<file path="src/rtl/bpu_pkg.sv">
// Shared types, counter constants and the PHT index function for the
// gshare/BTB branch prediction unit.
package bpu_pkg;

   typedef enum logic {
      INIT = 1'b0,
      RUN  = 1'b1
   } bpu_state_e;

   typedef enum logic {
      BIMODAL = 1'b0,
      GSHARE  = 1'b1
   } bpu_mode_e;

   // Tag field is sized for the widest tag any legal configuration can use
   // (30 pc bits above [1:0]); narrower configurations write the upper bits 0.
   localparam int BTB_TAG_MAX = 30;
   localparam int PHT_IDX_MAX = 30;

   typedef struct packed {
      logic                   valid;
      logic                   jump;
      logic [BTB_TAG_MAX-1:0] tag;
      logic [31:0]            target;
   } btb_entry_t;

   // 2-bit saturating counter states
   localparam logic [1:0] CNT_SNT = 2'b00;
   localparam logic [1:0] CNT_WNT = 2'b01;
   localparam logic [1:0] CNT_WT  = 2'b10;
   localparam logic [1:0] CNT_ST  = 2'b11;

   // PHT index from word address (pc[31:2]) and zero-extended history.
   // Bimodal ignores the history; gshare XORs it into the low bits.
   function automatic logic [PHT_IDX_MAX-1:0] pht_idx(
      input logic [PHT_IDX_MAX-1:0] pc_word,
      input logic [PHT_IDX_MAX-1:0] ghr,
      input bpu_mode_e              mode,
      input int                     idx_w
   );
      logic [PHT_IDX_MAX-1:0] mask;
      logic [PHT_IDX_MAX-1:0] base;
      mask = ~({PHT_IDX_MAX{1'b1}} << idx_w);
      base = pc_word;
      if (mode == GSHARE) begin
         base = base ^ ghr;
      end
      return base & mask;
   endfunction

endpackage

</file>
<file path="src/rtl/bpu_gshare_btb_if.sv">
// Fetch-side lookup, EX-side training and status signals of the branch
// prediction unit. The core drives through master, the predictor is slave.
interface bpu_gshare_btb_if #(
   parameter int GHR_W = 6
);
   // fetch lookup
   logic             stall;
   logic [31:0]      pc;
   logic             pred_taken;
   logic [31:0]      pred_target;
   logic             pred_hit;
   logic [GHR_W-1:0] pred_ghr;
   // EX resolution
   logic             upd_valid;
   logic [31:0]      upd_pc;
   logic             upd_is_branch;
   logic             upd_is_jump;
   logic             upd_taken;
   logic [31:0]      upd_target;
   logic [GHR_W-1:0] upd_ghr;
   logic             upd_mispredict;
   // status
   logic             ready;
   logic [31:0]      perf_branches;
   logic [31:0]      perf_mispred;

   modport master (
      output stall, pc,
      output upd_valid, upd_pc, upd_is_branch, upd_is_jump, upd_taken,
      output upd_target, upd_ghr, upd_mispredict,
      input  pred_taken, pred_target, pred_hit, pred_ghr,
      input  ready, perf_branches, perf_mispred
   );

   modport slave (
      input  stall, pc,
      input  upd_valid, upd_pc, upd_is_branch, upd_is_jump, upd_taken,
      input  upd_target, upd_ghr, upd_mispredict,
      output pred_taken, pred_target, pred_hit, pred_ghr,
      output ready, perf_branches, perf_mispred
   );
endinterface

</file>
<file path="src/rtl/bpu_btb.sv">
// Direct-mapped branch target buffer: combinational tag lookup and one
// synchronous write port. Reads see the old line during a same-index write.
module bpu_btb
   import bpu_pkg::*;
#(
   parameter int ENTRIES = 16,
   parameter int TAG_W   = 8,
   parameter int IW      = $clog2(ENTRIES)
) (
   input  logic             clk,
   input  logic [IW-1:0]    rd_idx,
   input  logic [TAG_W-1:0] rd_tag,
   output logic             rd_hit,
   output logic             rd_jump,
   output logic [31:0]      rd_target,
   input  logic             wr_en,
   input  logic [IW-1:0]    wr_idx,
   input  btb_entry_t       wr_entry
);

   btb_entry_t entry_q [ENTRIES];
   btb_entry_t entry_d [ENTRIES];
   btb_entry_t rd_entry;

   // next array contents: single-line overwrite (allocate or sweep clear)
   always_comb begin
      entry_d = entry_q;
      if (wr_en) begin
         entry_d[wr_idx] = wr_entry;
      end
   end

   // line storage; no reset, the INIT sweep clears valid bits
   always_ff @(posedge clk) begin
      entry_q <= entry_d;
   end

   // tag compare on the addressed line
   always_comb begin
      rd_entry  = entry_q[rd_idx];
      rd_hit    = rd_entry.valid && (rd_entry.tag == BTB_TAG_MAX'(rd_tag));
      rd_jump   = rd_entry.jump;
      rd_target = rd_entry.target;
   end

endmodule

</file>
<file path="src/rtl/bpu_gshare_btb.sv">
// Branch prediction unit: tagged BTB plus bimodal/gshare PHT of 2-bit
// counters, speculative global history with recovery, table-clear sweep
// after reset and saturating performance counters.
module bpu_gshare_btb
   import bpu_pkg::*;
#(
   parameter int         PHT_ENTRIES = 64,
   parameter int         BTB_ENTRIES = 16,
   parameter int         GHR_W       = 6,
   parameter int         TAG_W       = 8,
   parameter bpu_mode_e  MODE        = GSHARE,
   parameter logic [1:0] CNT_INIT    = CNT_WNT
) (
   input logic              clk,
   input logic              rstn,
   bpu_gshare_btb_if.slave  bus
);

   localparam int PI      = $clog2(PHT_ENTRIES);
   localparam int BI      = $clog2(BTB_ENTRIES);
   localparam int SWEEP_N = (PHT_ENTRIES > BTB_ENTRIES) ? PHT_ENTRIES : BTB_ENTRIES;
   localparam int SW      = $clog2(SWEEP_N);

   function automatic logic [1:0] sat_cnt(input logic [1:0] c, input logic up);
      if (up) begin
         return (c == CNT_ST) ? CNT_ST : c + 2'd1;
      end
      return (c == CNT_SNT) ? CNT_SNT : c - 2'd1;
   endfunction

   function automatic logic [31:0] sat_inc32(input logic [31:0] v);
      return (v == 32'hFFFF_FFFF) ? v : v + 32'd1;
   endfunction

   bpu_state_e       state_q, state_d;
   logic [SW-1:0]    sweep_q, sweep_d;
   logic [GHR_W-1:0] ghr_q, ghr_d;
   logic [31:0]      perf_br_q, perf_br_d;
   logic [31:0]      perf_mispred_q, perf_mispred_d;
   logic [1:0]       pht_q [PHT_ENTRIES];
   logic [1:0]       pht_d [PHT_ENTRIES];

   logic [PI-1:0]    lk_idx;
   logic [PI-1:0]    up_idx;
   logic [31:0]      pc_seq;
   logic             btb_hit;
   logic             btb_jump;
   logic [31:0]      btb_target;
   logic             btb_we;
   logic [BI-1:0]    btb_widx;
   btb_entry_t       btb_wentry;
   logic             pred_taken;
   logic             pred_hit;
   logic [31:0]      pred_target;
   logic             upd_ctl;
   logic             upd_br;
   logic             unused_pc_lo;

   // instruction alignment bits carry no information for prediction
   assign unused_pc_lo = ^{bus.pc[1:0], bus.upd_pc[1:0]};

   assign lk_idx = PI'(pht_idx(bus.pc[31:2], PHT_IDX_MAX'(ghr_q), MODE, PI));
   assign up_idx = PI'(pht_idx(bus.upd_pc[31:2], PHT_IDX_MAX'(bus.upd_ghr), MODE, PI));
   assign pc_seq = {bus.pc[31:2], 2'b00} + 32'd4;

   bpu_btb #(
      .ENTRIES (BTB_ENTRIES),
      .TAG_W   (TAG_W)
   ) u_btb (
      .clk       (clk),
      .rd_idx    (bus.pc[2 +: BI]),
      .rd_tag    (bus.pc[2+BI +: TAG_W]),
      .rd_hit    (btb_hit),
      .rd_jump   (btb_jump),
      .rd_target (btb_target),
      .wr_en     (btb_we),
      .wr_idx    (btb_widx),
      .wr_entry  (btb_wentry)
   );

   // same-cycle prediction; forced to fall-through until the sweep is done
   always_comb begin
      pred_hit    = 1'b0;
      pred_taken  = 1'b0;
      pred_target = pc_seq;
      if (state_q == RUN) begin
         pred_hit   = btb_hit;
         pred_taken = btb_hit & (btb_jump | pht_q[lk_idx][1]);
         if (pred_taken) begin
            pred_target = btb_target;
         end
      end
   end

   assign bus.pred_hit      = pred_hit;
   assign bus.pred_taken    = pred_taken;
   assign bus.pred_target   = pred_target;
   assign bus.pred_ghr      = ghr_q;
   assign bus.ready         = (state_q == RUN);
   assign bus.perf_branches = perf_br_q;
   assign bus.perf_mispred  = perf_mispred_q;

   // branch+jump together is a jump: no PHT train, history restored unshifted
   assign upd_ctl = bus.upd_valid & (bus.upd_is_branch | bus.upd_is_jump);
   assign upd_br  = bus.upd_valid & bus.upd_is_branch & ~bus.upd_is_jump;

   // next state: table sweep in INIT; training, history and perf in RUN
   always_comb begin
      state_d        = state_q;
      sweep_d        = sweep_q;
      ghr_d          = ghr_q;
      perf_br_d      = perf_br_q;
      perf_mispred_d = perf_mispred_q;
      pht_d          = pht_q;
      btb_we         = 1'b0;
      btb_widx       = bus.upd_pc[2 +: BI];
      btb_wentry     = '0;
      case (state_q)
         INIT: begin
            if (int'(sweep_q) < PHT_ENTRIES) begin
               pht_d[PI'(sweep_q)] = CNT_INIT;
            end
            btb_we   = (int'(sweep_q) < BTB_ENTRIES);
            btb_widx = BI'(sweep_q);
            if (int'(sweep_q) == SWEEP_N - 1) begin
               state_d = RUN;
            end else begin
               sweep_d = sweep_q + SW'(1);
            end
         end
         RUN: begin
            if (upd_br) begin
               pht_d[up_idx] = sat_cnt(pht_q[up_idx], bus.upd_taken);
            end
            if (upd_ctl & bus.upd_taken) begin
               btb_we            = 1'b1;
               btb_wentry.valid  = 1'b1;
               btb_wentry.jump   = bus.upd_is_jump;
               btb_wentry.tag    = BTB_TAG_MAX'(bus.upd_pc[2+BI +: TAG_W]);
               btb_wentry.target = bus.upd_target;
            end
            if (upd_ctl) begin
               perf_br_d = sat_inc32(perf_br_q);
               if (bus.upd_mispredict) begin
                  perf_mispred_d = sat_inc32(perf_mispred_q);
               end
            end
            // recovery overrides any speculative shift in the same cycle
            if (bus.upd_valid & bus.upd_mispredict) begin
               ghr_d = upd_br ? {bus.upd_ghr[GHR_W-2:0], bus.upd_taken} : bus.upd_ghr;
            end else if (!bus.stall & btb_hit & !btb_jump) begin
               ghr_d = {ghr_q[GHR_W-2:0], pred_taken};
            end
         end
         default: state_d = INIT;
      endcase
   end

   // control registers with synchronous active-low reset
   always_ff @(posedge clk) begin
      if (!rstn) begin
         state_q        <= INIT;
         sweep_q        <= '0;
         ghr_q          <= '0;
         perf_br_q      <= '0;
         perf_mispred_q <= '0;
      end else begin
         state_q        <= state_d;
         sweep_q        <= sweep_d;
         ghr_q          <= ghr_d;
         perf_br_q      <= perf_br_d;
         perf_mispred_q <= perf_mispred_d;
      end
   end

   // counter table; cleared by the sweep rather than by reset
   always_ff @(posedge clk) begin
      pht_q <= pht_d;
   end

endmodule

</file>
<file path="src/flat_wrapper.sv">
// flat-port wrapper written by rule: the top's interface ports become plain ports
module bpu_gshare_btb_flat import bpu_pkg::*;
#(
   parameter int         PHT_ENTRIES = 64,
   parameter int         BTB_ENTRIES = 16,
   parameter int         GHR_W       = 6,
   parameter int         TAG_W       = 8,
   parameter bpu_mode_e  MODE        = GSHARE,
   parameter logic [1:0] CNT_INIT    = CNT_WNT
)
  (clk, rstn, bus_stall, bus_pc, bus_upd_valid, bus_upd_pc, bus_upd_is_branch, bus_upd_is_jump, bus_upd_taken, bus_upd_target, bus_upd_ghr, bus_upd_mispredict, bus_pred_taken, bus_pred_target, bus_pred_hit, bus_pred_ghr, bus_ready, bus_perf_branches, bus_perf_mispred);
  bpu_gshare_btb_if #(.GHR_W(GHR_W)) bus_i ();
  input logic clk;
  input logic rstn;
  input wire logic [$bits(bus_i.stall)-1:0] bus_stall;
  input wire logic [$bits(bus_i.pc)-1:0] bus_pc;
  input wire logic [$bits(bus_i.upd_valid)-1:0] bus_upd_valid;
  input wire logic [$bits(bus_i.upd_pc)-1:0] bus_upd_pc;
  input wire logic [$bits(bus_i.upd_is_branch)-1:0] bus_upd_is_branch;
  input wire logic [$bits(bus_i.upd_is_jump)-1:0] bus_upd_is_jump;
  input wire logic [$bits(bus_i.upd_taken)-1:0] bus_upd_taken;
  input wire logic [$bits(bus_i.upd_target)-1:0] bus_upd_target;
  input wire logic [$bits(bus_i.upd_ghr)-1:0] bus_upd_ghr;
  input wire logic [$bits(bus_i.upd_mispredict)-1:0] bus_upd_mispredict;
  output wire logic [$bits(bus_i.pred_taken)-1:0] bus_pred_taken;
  output wire logic [$bits(bus_i.pred_target)-1:0] bus_pred_target;
  output wire logic [$bits(bus_i.pred_hit)-1:0] bus_pred_hit;
  output wire logic [$bits(bus_i.pred_ghr)-1:0] bus_pred_ghr;
  output wire logic [$bits(bus_i.ready)-1:0] bus_ready;
  output wire logic [$bits(bus_i.perf_branches)-1:0] bus_perf_branches;
  output wire logic [$bits(bus_i.perf_mispred)-1:0] bus_perf_mispred;
  assign bus_i.stall = bus_stall;
  assign bus_i.pc = bus_pc;
  assign bus_i.upd_valid = bus_upd_valid;
  assign bus_i.upd_pc = bus_upd_pc;
  assign bus_i.upd_is_branch = bus_upd_is_branch;
  assign bus_i.upd_is_jump = bus_upd_is_jump;
  assign bus_i.upd_taken = bus_upd_taken;
  assign bus_i.upd_target = bus_upd_target;
  assign bus_i.upd_ghr = bus_upd_ghr;
  assign bus_i.upd_mispredict = bus_upd_mispredict;
  assign bus_pred_taken = bus_i.pred_taken;
  assign bus_pred_target = bus_i.pred_target;
  assign bus_pred_hit = bus_i.pred_hit;
  assign bus_pred_ghr = bus_i.pred_ghr;
  assign bus_ready = bus_i.ready;
  assign bus_perf_branches = bus_i.perf_branches;
  assign bus_perf_mispred = bus_i.perf_mispred;
  bpu_gshare_btb #(.PHT_ENTRIES(PHT_ENTRIES), .BTB_ENTRIES(BTB_ENTRIES), .GHR_W(GHR_W), .TAG_W(TAG_W), .MODE(MODE), .CNT_INIT(CNT_INIT)) u_core (.clk(clk), .rstn(rstn), .bus(bus_i));
endmodule
</file>
<file path="config.mk">
export PLATFORM = sky130hd
export DESIGN_NAME = bpu_gshare_btb_flat
export DESIGN_NICKNAME = d
export VERILOG_FILES = /design/src/rtl/bpu_pkg.sv /design/src/rtl/bpu_gshare_btb_if.sv /design/src/rtl/bpu_btb.sv /design/src/rtl/bpu_gshare_btb.sv /design/src/flat_wrapper.sv
export SDC_FILE = /design/constraint.sdc
export NUM_CORES = 1
export LEC_CHECK = 0
export ABC_CLOCK_PERIOD_IN_PS = 11200
export BUFFER_PORTS_ARGS = -buffer_cell sky130_fd_sc_hd__buf_2
export CAP_MARGIN = 20
export CORE_AREA = 3 3 454 456
export CTS_BUF_LIST = sky130_fd_sc_hd__clkbuf_4 sky130_fd_sc_hd__clkbuf_8
export DETAILED_ROUTE_END_ITERATION = 6
export DIE_AREA = 0 0 457 459
export PLACE_DENSITY = 0.41
export SLEW_MARGIN = 10
export SYNTH_ARGS = -nofsm -noshare
export SYNTH_HDL_FRONTEND = slang
export SYNTH_HIERARCHICAL = 1
export SYNTH_SLANG_ARGS = --single-unit
export TNS_END_PERCENT = 30
</file>
<file path="constraint.sdc">
create_clock -name clk -period 11.2 [get_ports clk]
set_clock_uncertainty 0.2 [all_clocks]
set_input_delay 0 -clock clk [delete_from_list [all_inputs] [get_ports clk]]
set_output_delay 0 -clock clk [all_outputs]
set_load 0.01 [all_outputs]
</file>
==> flow_summary_export.csv, run 1 <==
group,metric,value,unit
outcome,status,"completed",
logic_synthesis,synth_top_area_share,0.685,
logic_synthesis,synth_cell_types,72,
logic_synthesis,syn-cell-area,50500,sq um
sta,finalHoldViolCount,0,
logic_synthesis,synth_edf_count,1152,
clock_tree,cts_buffer_depth,3,
detailed_routing,via_per_inst,4.45,
finish,drive_gt1_frac,0.224,
logic_synthesis,post-synth-top-count-cell,"edfxtp_1",
setup_path,worstPathArrival,6.56,ns
die,dieWidth,457,um
detailed_routing,drc,0,
sta,max_freq,169,MHz
global_route,grt_pass1_vias,30946,
run,maxCapViolations,0,
clock_tree,cts-root-buf,"clkbuf_8",
die,dieArea,210000,sq um
global_route,antenna_found_initial,14,
logic_synthesis,ys_ff_latch,1229,
clock_tree,cts_resized,0,
setup_path,required,11.85,ns
sta,slew_violations,0,
detailed_routing,dr.pass1.iters,5,
finish,final_cells,6662,
die,rows,165,
logic_synthesis,synth_area_leaders,"edfxtp_1 69%, mux4_2 10%, dfxtp_1 3.1%",
clock_tree,path_clk_slew,0.06,ns
setup_path,crit_path_end_kind,"flop",
placement,io_buffers,192,
global_route,grt_max_degree,146,
sta,slew_headroom,0.202,
logic_synthesis,synthCells,3034,
sta,layout_min_cycle_time,5.91,ns
sta,setup_viol,0,
finish,syn2layout_area_growth,21.8,%
clock_tree,clk_latency,0.96,ns
detailed_routing,vias,29671,
power_and_ir_drop,p_leak,21.6,nW
global_route,overflow,0,
die,fp.dieH,459,um
detailed_routing,post_drt_wl_per_cell,22.2,um
logic_synthesis,yosysTopAreaCell,"edfxtp_1",
die,initial_core_util,0.250,
die,core_area,202000,sq um
detailed_routing,postRouteAntennaNets,0,
logic_synthesis,ys_seq_area_frac,0.716,
placement,gp_congestion,0.788,
power_and_ir_drop,ir_worst_vdd,0.110,mV
finish,utilization,0.304,
setup_path,reg2reg_depth,15,
placement,dp.cells,6167,
setup_path,cp_max_fo,12,
logic_synthesis,async_flop_share,0,
clock_tree,cts_tree,"yes",
sta,worstMarginPinSlew,1.20,ns
min_path,worstHoldPathCells,3,
detailed_routing,drt_iter0_drc,2254,
power_and_ir_drop,power_density,161,nW/um^2
die,num_io_pins,215,
logic_synthesis,syn_avg_cell_area,16.6,sq um
setup_path,crit_path_start_kind,"flop",
global_route,grt_first_pass_wirelength,216000,um
logic_synthesis,yosysWarningCount,6,
sta,rsz0062_at_grt,"no",
logic_synthesis,ys.flop_type,"edfxtp_1",
clock_tree,htree_levels,4,
sta,setup_tns,0,ns
sta,period_share,0.528,
clock_tree,cts_buffers,206,
setup_path,critical_path_class,"reg2reg",
logic_synthesis,synthTopCellsByCount,"1,152 x edfxtp_1, 227 x mux4_2, 188 x nor2_1",
min_path,hp-class,"in2reg",
detailed_routing,finalWirelength,148000,um
clock_tree,cts_setup_buffers,0,
placement,dp_hpwl,85500,um
clock_tree,cts_sinks,1229,
setup_path,crit_start,"u_core/u_btb/entry_q[375]",
min_path,min_from,"bus_upd_target[7]",
finish,num-nets-final,3935,
setup_path,r2r_start,"u_core/u_btb/entry_q[375]",
global_route,grt.total_usage,0.140,
metrics by stage:
stage / power (W) / cell area (sq um) / hold WS, ns / setup WS [ns]
floorplan: 0.00570 / 51800 / -0.0700 / 2.61
global placement: 0.00598 / 56200 / 0.193 / 5.86
detailed placement: 0.00598 / 56200 / 0.200 / 5.77
CTS: 0.0101 / 61500 / 0.00660 / 5.28
global route: 0.0103 / 61500 / 0.0780 / 5.00
finish: 0.00992 / 61500 / 0.102 / 5.29
repair_timing:
item / 4_1_cts / 5_1_grt
hold buffers: 118 / 0
hold endpoints to repair: 1226 / 0
endpoints found under the setup margin: 0 / 0
cells by family (layout without fill, tap and decap cells):
logic type	Yosys count	count (layout)	share of synthesized area
flops	1229	1229	0.716
compound gates	355	355	0.0458
mux	285	285	0.115
fa+ha+maj	5	5	0.00121
xor+xnor	111	111	0.0200
simple gates	818	818	0.0818
buf+inv	230	832	0.0201
other cells	1	355	0.0000743
registers in the layout, indices dropped and copies added (netlist names):
name                      count
u_core/bus.perf_branches     32
u_core/bus.ready              1
u_core/u_btb/entry_q       1024
u_core/bus.perf_mispred      32
u_core/sweep_q                6
u_core/bus.pred_ghr           6
u_core/pht_q                128
cells in the final DEF, fill, tap and decap left out, types with 78 or more instances in the layout:
master	count
nor2_1	182
nand2_1	186
edfxtp_1	1152
o21ai_0	132
buf_2	188
buf_4	78
nand3_1	90
dlygate4sd3_1	118
mux4_2	227
clkbuf_8	214
conb_1	352
metal layers:
layer / part of all wire / track usage / up-vias
met1: 0.44 / 0.184 / 15283
met2: 0.48 / 0.233 / 796
met4: 0.029 / 0.0496 / 0
met3: 0.048 / 0.0241 / 252
met5: 0 / 0 / -
li1: - / - / 13340
power by group:
part	internal, W	switching [W]	leakage (nW)
Clock	0.00211	0.00190	2.18
Sequential	0.00515	0.0000618	12.3
Combinational	0.000267	0.000429	7.12
final cells by class:
class                      count  area (sq um)
antenna                        3          7.51
clock buffer                 285          3480
clock inverter                89           651
fill                       20080        141000
inverter                      68           255
multi-input combinational   1926         14800
sequential                  1229         36100
tap                         2672          3340
timing repair buffer         390          2800
worst paths after layout:
| path | slack [ns] | endpoint |
|---|---|---|
| setup / recovery | 5.29 | u_core/bus.pred_ghr[4] |
| setup reg to reg | 5.29 | u_core/bus.pred_ghr[4] |
| hold / removal | 0.10 | u_core/u_btb/entry_q[71] |
| hold reg to reg | 0.32 | u_core/bus.perf_branches[22] |
worst max-delay path, stage by stage (launching register included):
cell and delay [ns]:
edfxtp_1 0.37, nor4_1 0.31, nand2_1 0.10, o21ai_0 0.72, a211oi_1 0.18, or4_4 0.57, a2111oi_2 0.69, nor3b_1 0.28
o21ai_0 0.10, buf_4 0.23, a211oi_1 0.18, dlygate4sd3_1 0.58, a21oi_1 0.04, dlygate4sd3_1 0.58, nor2b_1 0.10, dlygate4sd3_1 0.56
Power figures use the tool's default switching activity.
==> run 2: changes to the inputs <==
ABC_CLOCK_PERIOD_IN_PS = 5550   (was 11200)
clock period = 5.55 ns   (was 11.2 ns; I/O delays follow)
==> flow_summary_export.csv, run 2 (synthesis results as in run 1) <==
group,metric,value,unit
detailed_routing,via_per_inst,4.46,
finish,multiInputGateArea,14800,sq um
global_route,overflow,0,
finish,final_cell_mix,"1,152 x edfxtp_1, 352 x conb_1, 227 x mux4_2",
placement,io_buffers,192,
finish,largestRegisters,"u_core/u_btb/entry_q x1024, u_core/pht_q x128",
sta,slew_violations,0,
finish,drive_gt1_frac,0.226,
sta,finalHoldViolCount,0,
detailed_routing,met1_length,66100,um
die,dieWidth,457,um
detailed_routing,drt_iter0_drc,2148,
die,dieArea,210000,sq um
clock_tree,path_clk_slew,0.06,ns
detailed_routing,dr.pass1.iters,6,
finish,syn2layout_area_growth,22.4,%
global_route,grt_pass1_vias,30826,
die,core_area,202000,sq um
power_and_ir_drop,p_switching,0.00476,W
finish,final_common_cell,"edfxtp_1",
sta,max_freq,181,MHz
detailed_routing,top_layer,"met4",
global_route,grt_first_pass_wirelength,215000,um
placement,pre_cts_ws,0.893,ns
sta,setup_slack,0.0149,ns
sta,layout_min_cycle_time,5.54,ns
sta,setup_tns,0,ns
sta,slew_headroom,0.245,
finish,utilization,0.306,
power_and_ir_drop,p_seq_frac,0.523,
clock_tree,cts-root-buf,"clkbuf_8",
setup_path,cp_max_fo,12,
sta,period_share,0.997,
setup_path,crit_path_start_kind,"flop",
detailed_routing,postRouteAntennaNets,0,
global_route,antenna_found_initial,8,
power_and_ir_drop,p_leak,21.7,nW
placement,dp_hpwl,85500,um
finish,largest_register_ffs,1024,
clock_tree,clk_latency,0.93,ns
sta,rsz0062_at_grt,"yes",
global_route,grt_max_degree,204,
detailed_routing,vias,29789,
clock_tree,cts_buffers,211,
setup_path,critical_path_class,"reg2reg",
sta,worstMarginPinSlew,1.13,ns
setup_path,required,6.16,ns
clock_tree,cts_setup_buffers,0,
detailed_routing,finalWirelength,147000,um
finish,largest-register,"u_core/u_btb/entry_q",
power_and_ir_drop,ir_worst_vdd,0.149,mV
die,rows,165,
detailed_routing,post_drt_wl_per_cell,22.0,um
clock_tree,htree_levels,4,
detailed_routing,drc,0,
power_and_ir_drop,power_frac_clock,0.407,
setup_path,worstPathArrival,6.15,ns
clock_tree,cts_buffer_depth,3,
finish,final_cells,6672,
finish,fillCellCount,20074,
global_route,grt.total_usage,0.139,
clock_tree,cts_sinks,1229,
clock_tree,cts_tree,"yes",
power_and_ir_drop,switching_share,0.237,
die,num_io_pins,215,
min_path,hp-class,"in2reg",
detailed_routing,wl_met3,7170,um
die,initial_core_util,0.250,
power_and_ir_drop,intPower,0.0154,W
placement,dp.cells,6172,
run,maxCapViolations,0,
sta,setup_viol,0,
power_and_ir_drop,p_comb_frac,0.070,
power_and_ir_drop,power_density,326,nW/um^2
detailed_routing,dr_wl_met2,70100,um
outcome,status,"completed",
finish,regArea,36100,sq um
finish,num-nets-final,3942,
setup_path,crit_path_end_kind,"flop",
die,fp.dieH,459,um
placement,gp_congestion,0.790,
run 2: changes by cell type in the layout (fill, tap and decap cells not counted), sizes merged:
cell / previous run / this run
clkinv: 74 / 67
diode: 3 / 8
buf: 272 / 277
clkbuf: 285 / 293
bufinv: 3 / 6
dlygate4sd3: 118 / 114
run 2: final timing paths:
check / from / to / slack, ns / depth (start not counted)
worst min register to register: u_core/bus.perf_branches[22] / u_core/bus.perf_branches[22] / 0.31 / 2
worst min-delay path: bus_upd_target[16] / u_core/u_btb/entry_q[976] / 0.12 / 3
worst max-delay path: u_core/u_btb/entry_q[872] / u_core/bus.pred_ghr[3] / 0.01 / 15
worst max register to register: u_core/u_btb/entry_q[872] / u_core/bus.pred_ghr[3] / 0.01 / 15
run 2: power by group through the flow:
stage / Combinational [W] / Clock, W / Sequential [W]
6_report: 0.00140 / 0.00819 / 0.0105
5_1_grt: 0.00151 / 0.00894 / 0.0105
4_1_cts: 0.00142 / 0.00855 / 0.0105
3_5_place_dp: 0.00135 / 0 / 0.0107
3_3_place_gp: 0.00136 / 0 / 0.0107
2_1_floorplan: 0.000823 / 0 / 0.0107
run 2: worst max-delay path, stage by stage, from the launching register on:
cell and delay [ns]:
edfxtp_1 0.35, nor4_1 0.39, nand4_1 0.14, or4_1 0.43, a221o_1 0.40, a211o_1 0.42, a2111oi_4 0.55, nor3b_1 0.23
o21ai_0 0.09, buf_4 0.20, a211oi_1 0.22, dlygate4sd3_1 0.60, a21oi_1 0.04, dlygate4sd3_1 0.57, nor2b_1 0.10, dlygate4sd3_1 0.55
run 2: layer usage:
layer / global-route usage / up-vias
li1: - / 13383
met1: 0.188 / 15427
met2: 0.226 / 743
met3: 0.0240 / 236
met4: 0.0439 / 0
met5: 0 / -
run 2: cell type report:
cell class	instances	area share
flip-flops and latches	1229	0.585
repair buffers	392	0.0485
clock inverters	85	0.0107
clock buffers	292	0.0571
inverters	68	0.00413
multi-input cells	1926	0.240
diodes	8	0.000324
well taps	2672	0.0541
run 2: what timing repair did:
action                     in CTS  in global routing
hold buffers                  114                  0
setup endpoints to repair       1                  5
hold endpoints to repair     1280                  0
resized for setup               1                  1
run 2: through the flow:
step	total power, W	hold WS, ns	cell area, sq um
global route	0.0210	0.0759	61800
global placement	0.0121	0.204	56400
finish	0.0201	0.118	61800
floorplan	0.0115	-0.0700	51800
detailed placement	0.0121	0.214	56400
CTS	0.0205	0.000351	61700
